`config.mk`:
```
export PLATFORM = sky130hd
export DESIGN_NAME = seg_serial_rx
export DESIGN_NICKNAME = d
export VERILOG_FILES = /design/src/rtl/seg_serial_rx_pkg.sv /design/src/rtl/seg_serial_rx_sync_edge.sv /design/src/rtl/seg_serial_rx.sv
export SDC_FILE = /design/constraint.sdc
export NUM_CORES = 1
export LEC_CHECK = 0
export ABC_CLOCK_PERIOD_IN_PS = 5890
export BUFFER_PORTS_ARGS = -buffer_cell sky130_fd_sc_hd__buf_2
export CORE_ASPECT_RATIO = 0.6
export CORE_MARGIN = 10
export CORE_UTILIZATION = 60
export CTS_BUF_LIST = sky130_fd_sc_hd__clkbuf_4
export DETAILED_ROUTE_END_ITERATION = 7
export PLACE_DENSITY = 0.87
export SLEW_MARGIN = 20
export SYNTH_ARGS = -nofsm -noshare
export SYNTH_HDL_FRONTEND = slang
export SYNTH_SLANG_ARGS = --single-unit
```
`constraint.sdc`:
```
create_clock -name clk -period 5.89 [get_ports clk]
set_input_delay 0.2945 -clock clk [delete_from_list [all_inputs] [get_ports clk]]
set_output_delay 0.2945 -clock clk [all_outputs]
set_load 0.02 [all_outputs]
```
`src/rtl/seg_serial_rx_pkg.sv`:
```
// Shared constants and state type for the serial display-link receiver.
package seg_serial_rx_pkg;

  localparam int unsigned SEG_FRAME_BITS = 64;
  localparam int unsigned SEG_IDLE_TO    = 1024;

  // Pattern the display path drives onto a digit that should be dark.
  localparam logic [7:0] SEG_BLANK = 8'hFF;

  typedef enum logic [1:0] {
    ST_IDLE  = 2'd0,
    ST_SHIFT = 2'd1,
    ST_DONE  = 2'd2
  } seg_state_e;

endpackage

```
`src/rtl/seg_serial_rx_sync_edge.sv`:
```
// Two-flop synchroniser for a bundle of async inputs, with a rising-edge
// detector on bit 0.
module sync_edge #(
  parameter int unsigned          WIDTH   = 1,
  parameter logic [WIDTH-1:0]     RST_VAL = '1
) (
  input  logic             clk,
  input  logic             rst,
  input  logic [WIDTH-1:0] d_i,
  output logic [WIDTH-1:0] q_o,
  output logic             rise_o
);

  logic [WIDTH-1:0] meta_q;
  logic [WIDTH-1:0] sync_q;
  logic             dly_q;

  always_ff @(posedge clk or posedge rst) begin
    if (rst) begin
      meta_q <= RST_VAL;
      sync_q <= RST_VAL;
      dly_q  <= RST_VAL[0];
    end else begin
      meta_q <= d_i;
      sync_q <= meta_q;
      dly_q  <= sync_q[0];
    end
  end

  assign q_o    = sync_q;
  assign rise_o = sync_q[0] & ~dly_q;

endmodule

```
`src/rtl/seg_serial_rx.sv`:
```
// Deserialiser for the SEGCLK/SEGDT display link: rebuilds each frame as a
// parallel word and flags frames cut short by an idle timeout.
module seg_serial_rx
  import seg_serial_rx_pkg::*;
#(
  parameter int unsigned FRAME_BITS = SEG_FRAME_BITS,
  parameter bit          MSB_FIRST  = 1'b1,
  parameter int unsigned IDLE_TO    = SEG_IDLE_TO
) (
  input  logic                  clk,
  input  logic                  clr,
  input  logic                  ser_clk,
  input  logic                  ser_dat,
  input  logic                  ser_clr_n,
  input  logic                  ser_en,
  output logic [FRAME_BITS-1:0] frame_data,
  output logic                  frame_valid,
  output logic                  frame_err,
  output logic [6:0]            bit_cnt
);

  localparam int unsigned     TO_W     = $clog2(IDLE_TO);
  localparam logic [TO_W-1:0] TO_LAST  = TO_W'(IDLE_TO - 1);
  localparam logic [6:0]      CNT_FULL = 7'(FRAME_BITS);

  logic sclk_sync_unused;
  logic sdat_sync;
  logic sclk_rise;
  logic clr_n_sync;
  logic clr_rise_unused;

  // Data rides in the same synchroniser as the clock so both are seen together.
  sync_edge #(
    .WIDTH   (2),
    .RST_VAL (2'b11)
  ) u_sync_clk_dat (
    .clk    (clk),
    .rst    (clr),
    .d_i    ({ser_dat, ser_clk}),
    .q_o    ({sdat_sync, sclk_sync_unused}),
    .rise_o (sclk_rise)
  );

  sync_edge #(
    .WIDTH   (1),
    .RST_VAL (1'b1)
  ) u_sync_clr (
    .clk    (clk),
    .rst    (clr),
    .d_i    (ser_clr_n),
    .q_o    (clr_n_sync),
    .rise_o (clr_rise_unused)
  );

  seg_state_e            state_q;
  logic [FRAME_BITS-1:0] sr_q;
  logic [FRAME_BITS-1:0] sr_d;
  logic [FRAME_BITS-1:0] data_q;
  logic [6:0]            cnt_q;
  logic [6:0]            cnt_inc;
  logic [TO_W-1:0]       to_q;
  logic                  valid_q;
  logic                  err_q;
  logic                  take;

  assign take    = sclk_rise & ser_en;
  assign cnt_inc = cnt_q + 7'd1;

  always_comb begin
    sr_d = sr_q;
    if (MSB_FIRST) begin
      sr_d = {sr_q[FRAME_BITS-2:0], sdat_sync};
    end else begin
      sr_d = {sdat_sync, sr_q[FRAME_BITS-1:1]};
    end
  end

  always_ff @(posedge clk or posedge clr) begin
    if (clr) begin
      state_q <= ST_IDLE;
      sr_q    <= '0;
      data_q  <= '0;
      cnt_q   <= '0;
      to_q    <= '0;
      valid_q <= 1'b0;
      err_q   <= 1'b0;
    end else if (!clr_n_sync) begin
      state_q <= ST_IDLE;
      sr_q    <= '0;
      data_q  <= '0;
      cnt_q   <= '0;
      to_q    <= '0;
      valid_q <= 1'b0;
      err_q   <= 1'b0;
    end else begin
      valid_q <= 1'b0;
      err_q   <= 1'b0;
      case (state_q)
        ST_IDLE: begin
          to_q <= '0;
          if (take) begin
            sr_q    <= sr_d;
            cnt_q   <= 7'd1;
            state_q <= (CNT_FULL == 7'd1) ? ST_DONE : ST_SHIFT;
          end
        end
        ST_SHIFT: begin
          if (take) begin
            sr_q  <= sr_d;
            cnt_q <= cnt_inc;
            to_q  <= '0;
            if (cnt_inc == CNT_FULL) begin
              state_q <= ST_DONE;
            end
          end else if (to_q == TO_LAST) begin
            err_q   <= 1'b1;
            cnt_q   <= '0;
            to_q    <= '0;
            state_q <= ST_IDLE;
          end else begin
            to_q <= to_q + 1'b1;
          end
        end
        ST_DONE: begin
          // Publishes the pre-shift word, so a rise here opens the next frame intact.
          data_q  <= sr_q;
          valid_q <= 1'b1;
          to_q    <= '0;
          if (take) begin
            sr_q    <= sr_d;
            cnt_q   <= 7'd1;
            state_q <= ST_SHIFT;
          end else begin
            cnt_q   <= '0;
            state_q <= ST_IDLE;
          end
        end
        default: begin
          state_q <= ST_IDLE;
          cnt_q   <= '0;
          to_q    <= '0;
        end
      endcase
    end
  end

  assign frame_data  = data_q;
  assign frame_valid = valid_q;
  assign frame_err   = err_q;
  assign bit_cnt     = cnt_q;

endmodule
```
# After elaboration in Yosys (flattened, before gate mapping)
# Index checks and enable logic that the tools add are counted.
# totals
regBits	156
out_inout_bits	73
# op_classes
add_sub_neg	2
eq_ne	10
n_mux	28
bitwise_logic	3
n_reduce_logical	5
# op_table
cell	count
$mux W64	5
$mux W10	4
$mux W7	4
$pmux W7 S3	1
$add A10 B1 Y10 const B	1
$eq A10 B10 Y1 const B	1
$mux W2	5
$mux W1	8
$ne A4 B4 Y1 const B	2
$add A7 B1 Y7 const B	1
$eq A7 B7 Y1 const B	1
$ne A2 B2 Y1 const B	3
$pmux W2 S3	1
$reduce_and A2 Y1	2
$ne A3 B3 Y1 const B	1
$reduce_and A3 Y1	1
$reduce_or A3 Y1	1
$and A1 B1 Y1	2
$eq A2 B1 Y1 const B	1
$eq A2 B2 Y1 const B	1
$logic_not A2 Y1	1
$not A1 Y1	1

# Logic depth before layout (Yosys ltp)
# Gate-level depths: netlist of run 1.
# depth
ltp_word	6
mapped_depth	6

# By module
# A second synthesis of run 1 with hierarchy kept.
# hier_totals
cells_unflattened	534
hier_area_um2	6174.7
# modules_own_cells
module	instances	cells_per_inst	area_each_um2
seg_serial_rx	1	522	5929.4
sync_edge (u_sync_clk_dat)	1	7	148.9
sync_edge (u_sync_clr)	1	5	96.3

# Worst setup path after synthesis of run 1
# Ideal clock, no wire load.
# synth_path
kind	register -> register
from	register to_q[0]
to	register cnt_q[4], in the netlist bit_cnt[4]
setup_ns	0.124
arrival_time_ns	1.332
required_time_ns	5.766
slack_ns	4.434
stages_incl_launch_ff	6
cell_sequence	dfrtp_1 ha_1 nand4_1 nor3_2 a21oi_1 a211o_1
# synth_between
elab_chain_len	3
# synth_rtl
element	line	source
start: declaration	seg_serial_rx.sv:61	logic [TO_W-1:0] to_q;
start signal: assignment	seg_serial_rx.sv:121	to_q <= to_q + 1'b1;
$eq A10 B10 Y1	seg_serial_rx.sv:115	end else if (to_q == TO_LAST) begin
$ne A4 B4 Y1 (no source line)	-	
$reduce_and A2 Y1 (no source line)	-	
end signal: assignment	seg_serial_rx.sv:110	cnt_q <= cnt_inc;
end: declaration	seg_serial_rx.sv:59	logic [6:0] cnt_q;
# Every way passes these cells.
# A chain may end at the register's enable or synchronous reset.

# Worst setup path after layout of run 1
# layout_path
from	register u_sync_clr.sync_q, in the netlist u_sync_clr.q_o
to	register to_q[7]
# layout_between
elab_chain_len	1
# layout_rtl
element	line	source
start: declaration	seg_serial_rx_sync_edge.sv:15	logic [WIDTH-1:0] sync_q;
start signal: assignment	seg_serial_rx_sync_edge.sv:25	sync_q <= meta_q;
$mux W10	seg_serial_rx.sv:87	end else if (!clr_n_sync) begin
# Every way passes these cells.

==> impl_metrics.tcl, run 1 <==
set metrics [dict create \
    hp-start "ser_en" \
    busiest_layer "met2" \
    nNetsFinal 741 \
    drt.antenna.violating_nets 0 \
    synth_edf_count 0 \
    crit_required_ns 6.36 \
    numPortBuffers 78 \
    die_area_mm2 0.0158 \
    power.density_mw_per_mm2 274 \
    r2r_cells 4 \
    yosys.cell_count.top_type "nand2_1" \
    routabilityCongestion 0.816 \
    setup_tns_ns 0 \
    netlist_area_mm2 0.00663 \
    min_period_ns 2.22 \
    first_global_vias 4653 \
    grt_util_all_layers_pct 17.4 \
    wl_um 13500 \
    maxCapViolations 0 \
    cts-root-buf "clkbuf_4" \
    use_met3_pct 5.54 \
    drt-vias-per-instance 5.40 \
    design.core.area_mm2 0.0107 \
    cts_buffers 17 \
    grt_pass1_wl_um 22600 \
    grt_max_degree 134 \
    cp_top_family "flip-flops" \
    use_met2_pct 27.9 \
    crit_start "u_sync_clr.q_o" \
    grt_util_met1_pct 22.3 \
    dominantRegCellSynth "dfrtp_1" \
    worstPathCellList "and2b_1 > nand3_2 > or2_1 > nor2_1" \
    clk-insertion-delay-late_ns 0.55 \
    relSlewSlack_pct 37.9 \
    critPathMaxStageDelay_ns 1.21 \
    yosys_warnings 0 \
    drive_gt1_share_pct 17.3 \
    wire_per_inst_um 15.2 \
    rows 29 \
    cts-htree-levels 4 \
    dp_hpwl_um 8400 \
    critPathArrivalTime_ns 2.69 \
    ir_worst_vdd_mv 0.172 \
    final_cell_count_no_fill 885 \
    grt_overflow_total 0 \
    vias 4779 \
    synthTopCellsByArea "dfrtp_1, nand2_1, a21boi_0" \
    crit_type "register to register" \
    seq_area_frac_synth_pct 59.0 \
    fp.dieH_um 101 \
    cp_num_cells 4 \
    post-route-period-util_pct 37.7 \
    rr_startpoint "u_sync_clr.q_o" \
    areaGrowthSynthToFinish_pct 12.7 \
    ys_top_cells_by_count "nand2_1, dfrtp_1, a21boi_0" \
    io_pins 79 \
    remaining_drc_errors 0 \
    rsz0062_at_grt "no" \
    slowest_stage "dfstp_4" \
    async_reset_ff_share_pct 100 \
    max_freq_ghz 0.450 \
    yosysTopAreaCellShare_pct 56.2 \
    clk_pin_slew_ns 0.13 \
    status "completed" \
    die_x_um 156 \
    synth_top_cell_by_area "dfrtp_1" \
    maxSlewViolCount 0 \
    synth_nets 679 \
    cts_sinks 156 \
    synthCells 671 \
    critical_path_buf_inv_count 0 \
    finalHoldViolCount 0 \
    start_util_pct 62.2 \
    finClkSkew_ns 0.0161 \
    holdPathStages 4 \
    dp_cells 849 \
    avgSynthCellArea_um2 9.88 \
    cts_tree "built" \
    cts_resized 0 \
    worstSetupStartpointType "register" \
    setup_viol 0 \
    drt-initial-drc-count 369 \
    min-delay-path-class "input port to register" \
    synth.distinct_cells 45 \
    antenna_found_initial 0 \
    tightest_slew_ns 0.932 \
    p_leak_nw 3.38 \
    crit_path_end_kind "register" \
    max-clock-path-buffers 2 \
    cts_post_setup_buffers_inserted 0 \
    first_pass_iters 5 \
    antennaDiodeCount 0 \
    cp_max_fo 133 \
    ys_ff_latch 156 \
]
-- final cells by class --
cell class                      count  area (um^2)
Sequential cell                   156         3920
Fill cell                         812         3190
Multi-Input combinational cell    470         2490
Timing Repair Buffer               85          453
Clock inverter                     14          289
Tap cell                          139          174
Clock buffer                       18          135
Inverter                            3         16.3
-- per-layer routing --
layer | wire (um) | part of all wire [%]
met1 | 6170 | 46
met2 | 6320 | 47
met3 | 818 | 6.1
met4 | 178 | 1.3
met5 | 0 | 0
-- registers in the layout (all words and copies together) (netlist names) --
register / cells
bit_cnt: 7
sr_q: 64
u_sync_clk_dat.q_o: 2
state_q: 2
frame_data: 64
frame_err: 1
u_sync_clr.q_o: 1
u_sync_clr.meta_q: 1
u_sync_clk_dat.meta_q: 2
frame_valid: 1
u_sync_clk_dat.dly_q: 1
to_q: 10
-- placed cells by master, fill, tap and decap left out, types with 3 or more instances in the layout --
cell type,n
nand3_1,7
buf_4,3
dfrtp_1,149
nand2_1,265
dlygate4sd3_1,4
xnor2_1,5
nand4_1,3
inv_6,3
clkbuf_4,18
a21oi_1,5
a31oi_1,3
clkinv_4,3
nor2_1,14
xor2_1,4
dfstp_2,6
a21boi_1,60
a21boi_0,68
buf_2,78
bufinv_16,8
-- through the flow --
stage	instance area (um^2)	utilization, %	setup WS (ns)	power (mW)	hold slack [ns]
floorplan	6630	-	1.40	1.16	0.299
global route	7470	70.1	3.44	2.11	0.219
CTS	7470	70.1	3.62	2.06	0.198
detailed placement	7010	65.7	3.65	1.17	0.348
finish	7470	70.1	3.67	2.05	0.238
global placement	7000	65.6	3.74	1.17	0.347
-- power by group --
group	leakage [nW]	switching (mW)	total (mW)	internal [mW]
Sequential	2.15	0.0148	1.09	1.08
Combinational	1.00	0.0376	0.0584	0.0208
Clock	0.221	0.382	0.898	0.516
-- logic make-up (layout without fill, tap and decap cells) --
logic type / count (synthesis) / count (layout) / synth area share (%)
simple gates: 313 / 313 / 19.3
flops: 156 / 156 / 59.0
compound gates: 146 / 146 / 16.5
buf+inv: 45 / 120 / 3.64
xor+xnor: 9 / 9 / 1.19
fa+ha+maj: 2 / 2 / 0.377
-- worst paths after layout --
| path | end | slack (ns) |
|---|---|---|
| max | to_q[7] | 3.67 |
| min | to_q[6] | 0.24 |
| max reg2reg | to_q[7] | 3.67 |
| min reg2reg | u_sync_clk_dat.q_o[1] | 0.36 |
| max in group asynchronous | sr_q[62] | 4.15 |
| min in group asynchronous | sr_q[37] | 0.46 |
-- worst min-delay path: stages --
cell and delay (ns):
buf_2 0.12, nand3b_4 0.15, nand3_2 0.14, nor2_1 0.05
-- what timing repair did --
item | CTS | global route
setup endpoints to repair | 0 | 0
hold buffers | 4 | 0
endpoints found under the hold margin | 93 | 0
No activity file was read; power rests on OpenSTA's default activity.
==> run 2, diff against run 1 <==
- ABC_CLOCK_PERIOD_IN_PS: 5890 -> 2000
- CORE_UTILIZATION: 60 -> 54
- PLACE_DENSITY: 0.87 -> 0.83
- clock period: 5.89 -> 2 ns (I/O delays scaled with it)
==> run 2 against run 1 <==
Net effect:
- register-to-register slack lost 3.4 ns
- die area grew 9.3%
- clock power grew 94%
- routed wire length grew 4.7%
- cell area shrank 0.44%
- non-clock buffer count grew 9
- final cell count grew 4.0%
- sequential share of layout area grew 0.23 points
- power grew to 2.5 times the previous value
- sequential cell count is the same
- utilization shrank 8.2 points
==> impl_metrics.tcl, run 2 (same netlist as run 1, synthesis figures left out) <==
set metrics [dict create \
    io_pins 79 \
    p_comb_share_pct 4.3 \
    relSlewSlack_pct 52.4 \
    design.core.area_mm2 0.0120 \
    tightest_slew_ns 0.712 \
    numPortBuffers 78 \
    finalHoldViolCount 0 \
    min_period_ns 1.76 \
    p_leak_nw 3.33 \
    worstSetupStartpointType "register" \
    place_ws_ns 0.305 \
    wire_per_inst_um 15.3 \
    crit_path_end_kind "register" \
    die_x_um 163 \
    dp_hpwl_um 9340 \
    cts_sinks 156 \
    cp_max_fo 9 \
    max_freq_ghz 0.568 \
    cts_tree "built" \
    critical_path_buf_inv_count 0 \
    power.share.clock_pct 33.8 \
    cts_resized 0 \
    crit_required_ns 2.42 \
    grt_util_all_layers_pct 16.8 \
    antennaDiodeCount 0 \
    fp.dieH_um 106 \
    areaGrowthSynthToFinish_pct 12.2 \
    antenna_found_initial 0 \
    power.density_mw_per_mm2 692 \
    cts_buffers 17 \
    final_cell_mix "nand2_1, dfrtp_1, buf_2, a21boi_0, a21boi_1" \
    start_util_pct 55.2 \
    internal_power_mw 3.85 \
    n_fill_cell 991 \
    first_pass_iters 5 \
    dp_cells 884 \
    status "completed" \
    drt-vias-per-instance 5.34 \
    critPathMaxStageDelay_ns 0.42 \
    worstPathCellList "ha_1 > nand4_1 > nor3_2 > or2_1 > o211ai_1" \
    grt_pass1_wl_um 24200 \
    routabilityCongestion 0.866 \
    drt.antenna.violating_nets 0 \
    clk_pin_slew_ns 0.13 \
    post-route-period-util_pct 88.1 \
    vias 4911 \
    final_common_cell "nand2_1" \
    grt_overflow_total 0 \
    setup_viol 0 \
    crit_type "register to register" \
    grt_max_degree 73 \
    max-clock-path-buffers 2 \
    slowest_stage "dfrtp_1" \
    min-delay-path-class "input port to register" \
    setup_slack_ns 0.239 \
    ir_worst_vdd_mv 0.392 \
    rsz0062_at_grt "no" \
    first_global_vias 4868 \
    die_area_mm2 0.0173 \
    final_cell_count_no_fill 920 \
    remaining_drc_errors 0 \
    maxSlewViolCount 0 \
    seq_power_share_pct 61.9 \
    cp_top_family "simple AND/OR/NAND/NOR gates" \
    critPathArrivalTime_ns 2.18 \
    swShare_pct 25.2 \
    nNetsFinal 750 \
    cts-root-buf "clkbuf_4" \
    p_switching_mw 1.30 \
    wl_um 14100 \
    cts-htree-levels 4 \
    rows 31 \
    finClkSkew_ns 0.0142 \
    drt-initial-drc-count 447 \
    clk-insertion-delay-late_ns 0.55 \
    drive_gt1_share_pct 17.7 \
    maxCapViolations 0 \
]
## run 2: cell types whose count changed in the layout (fill, tap and decap cells not counted), moves of 4 or more
| cell | delta |
|---|---|
| buf_12 | +4 |
| buf_4 | +5 |
| bufinv_16 | -7 |
| clkinv_1 | +4 |
| clkinvlp_4 | +7 |
## run 2: power groups by stage
stage,Clock (mW),Sequential [mW],Combinational (mW)
2_1_floorplan,0,3.24,0.162
3_3_place_gp,0,3.25,0.213
3_5_place_dp,0,3.25,0.220
4_1_cts,1.79,3.19,0.226
5_1_grt,1.92,3.19,0.247
6_report,1.74,3.19,0.221
## run 2: timing repair
item	CTS	global route
hold endpoints to repair	23	0
hold buffers	4	0
buffers inserted	0	0
## run 2: area by class of cell
| class | count | area (um^2) | share of cell area (%) |
|---|---|---|---|
| clock inverters | 15 | 125 | 1.68 |
| repair buffers | 94 | 571 | 7.67 |
| clock buffers | 17 | 128 | 1.71 |
| well taps | 165 | 206 | 2.77 |
| inverters | 3 | 15.0 | 0.202 |
| flip-flops and latches | 156 | 3920 | 52.6 |
| multi-input cells | 470 | 2480 | 33.3 |
## run 2: per-stage QoR
step | power, mW | utilization, % | cell area, um^2 | hold WS, ns | TNS, ns
final | 5.15 | 61.9 | 7440 | 0.0674 | 0
after global routing | 5.36 | 61.9 | 7440 | 0.0449 | 0
after CTS | 5.20 | 61.9 | 7440 | 0.0184 | 0
after detailed placement | 3.47 | 59.5 | 7150 | 0.207 | 0
after global placement | 3.46 | 59.5 | 7150 | 0.205 | 0
after floorplan | 3.40 | - | 6640 | 0.104 | -10.01
## run 2: per-layer routing
metal / up-vias / track usage, % / part of all wire (%)
met2: 137 / 25.7 / 46
li1: 2334 / - / -
met5: - / 0 / 0
met3: 28 / 4.43 / 5.9
met1: 2412 / 22.5 / 46
met4: 0 / 6.35 / 1.7
## run 2: tightest hold or removal path, cell delays in order
cell and delay [ns]:
buf_2 0.13, nand3b_4 0.15, or3_1 0.13, a31oi_1 0.08
## run 2: path summary, 6_finish.rpt
check	from	endpoint	slack [ns]	cells past startpoint
worst min register to register	u_sync_clr.meta_q	u_sync_clr.q_o	0.37	0
max in group asynchronous	clr	u_sync_clk_dat.q_o[1]	1.11	4
worst max register to register	to_q[0]	state_q[0]	0.24	5
worst min-delay path	ser_en	bit_cnt[2]	0.07	4
min in group asynchronous	clr	frame_data[9]	0.20	3
worst max-delay path	to_q[0]	state_q[0]	0.24	5
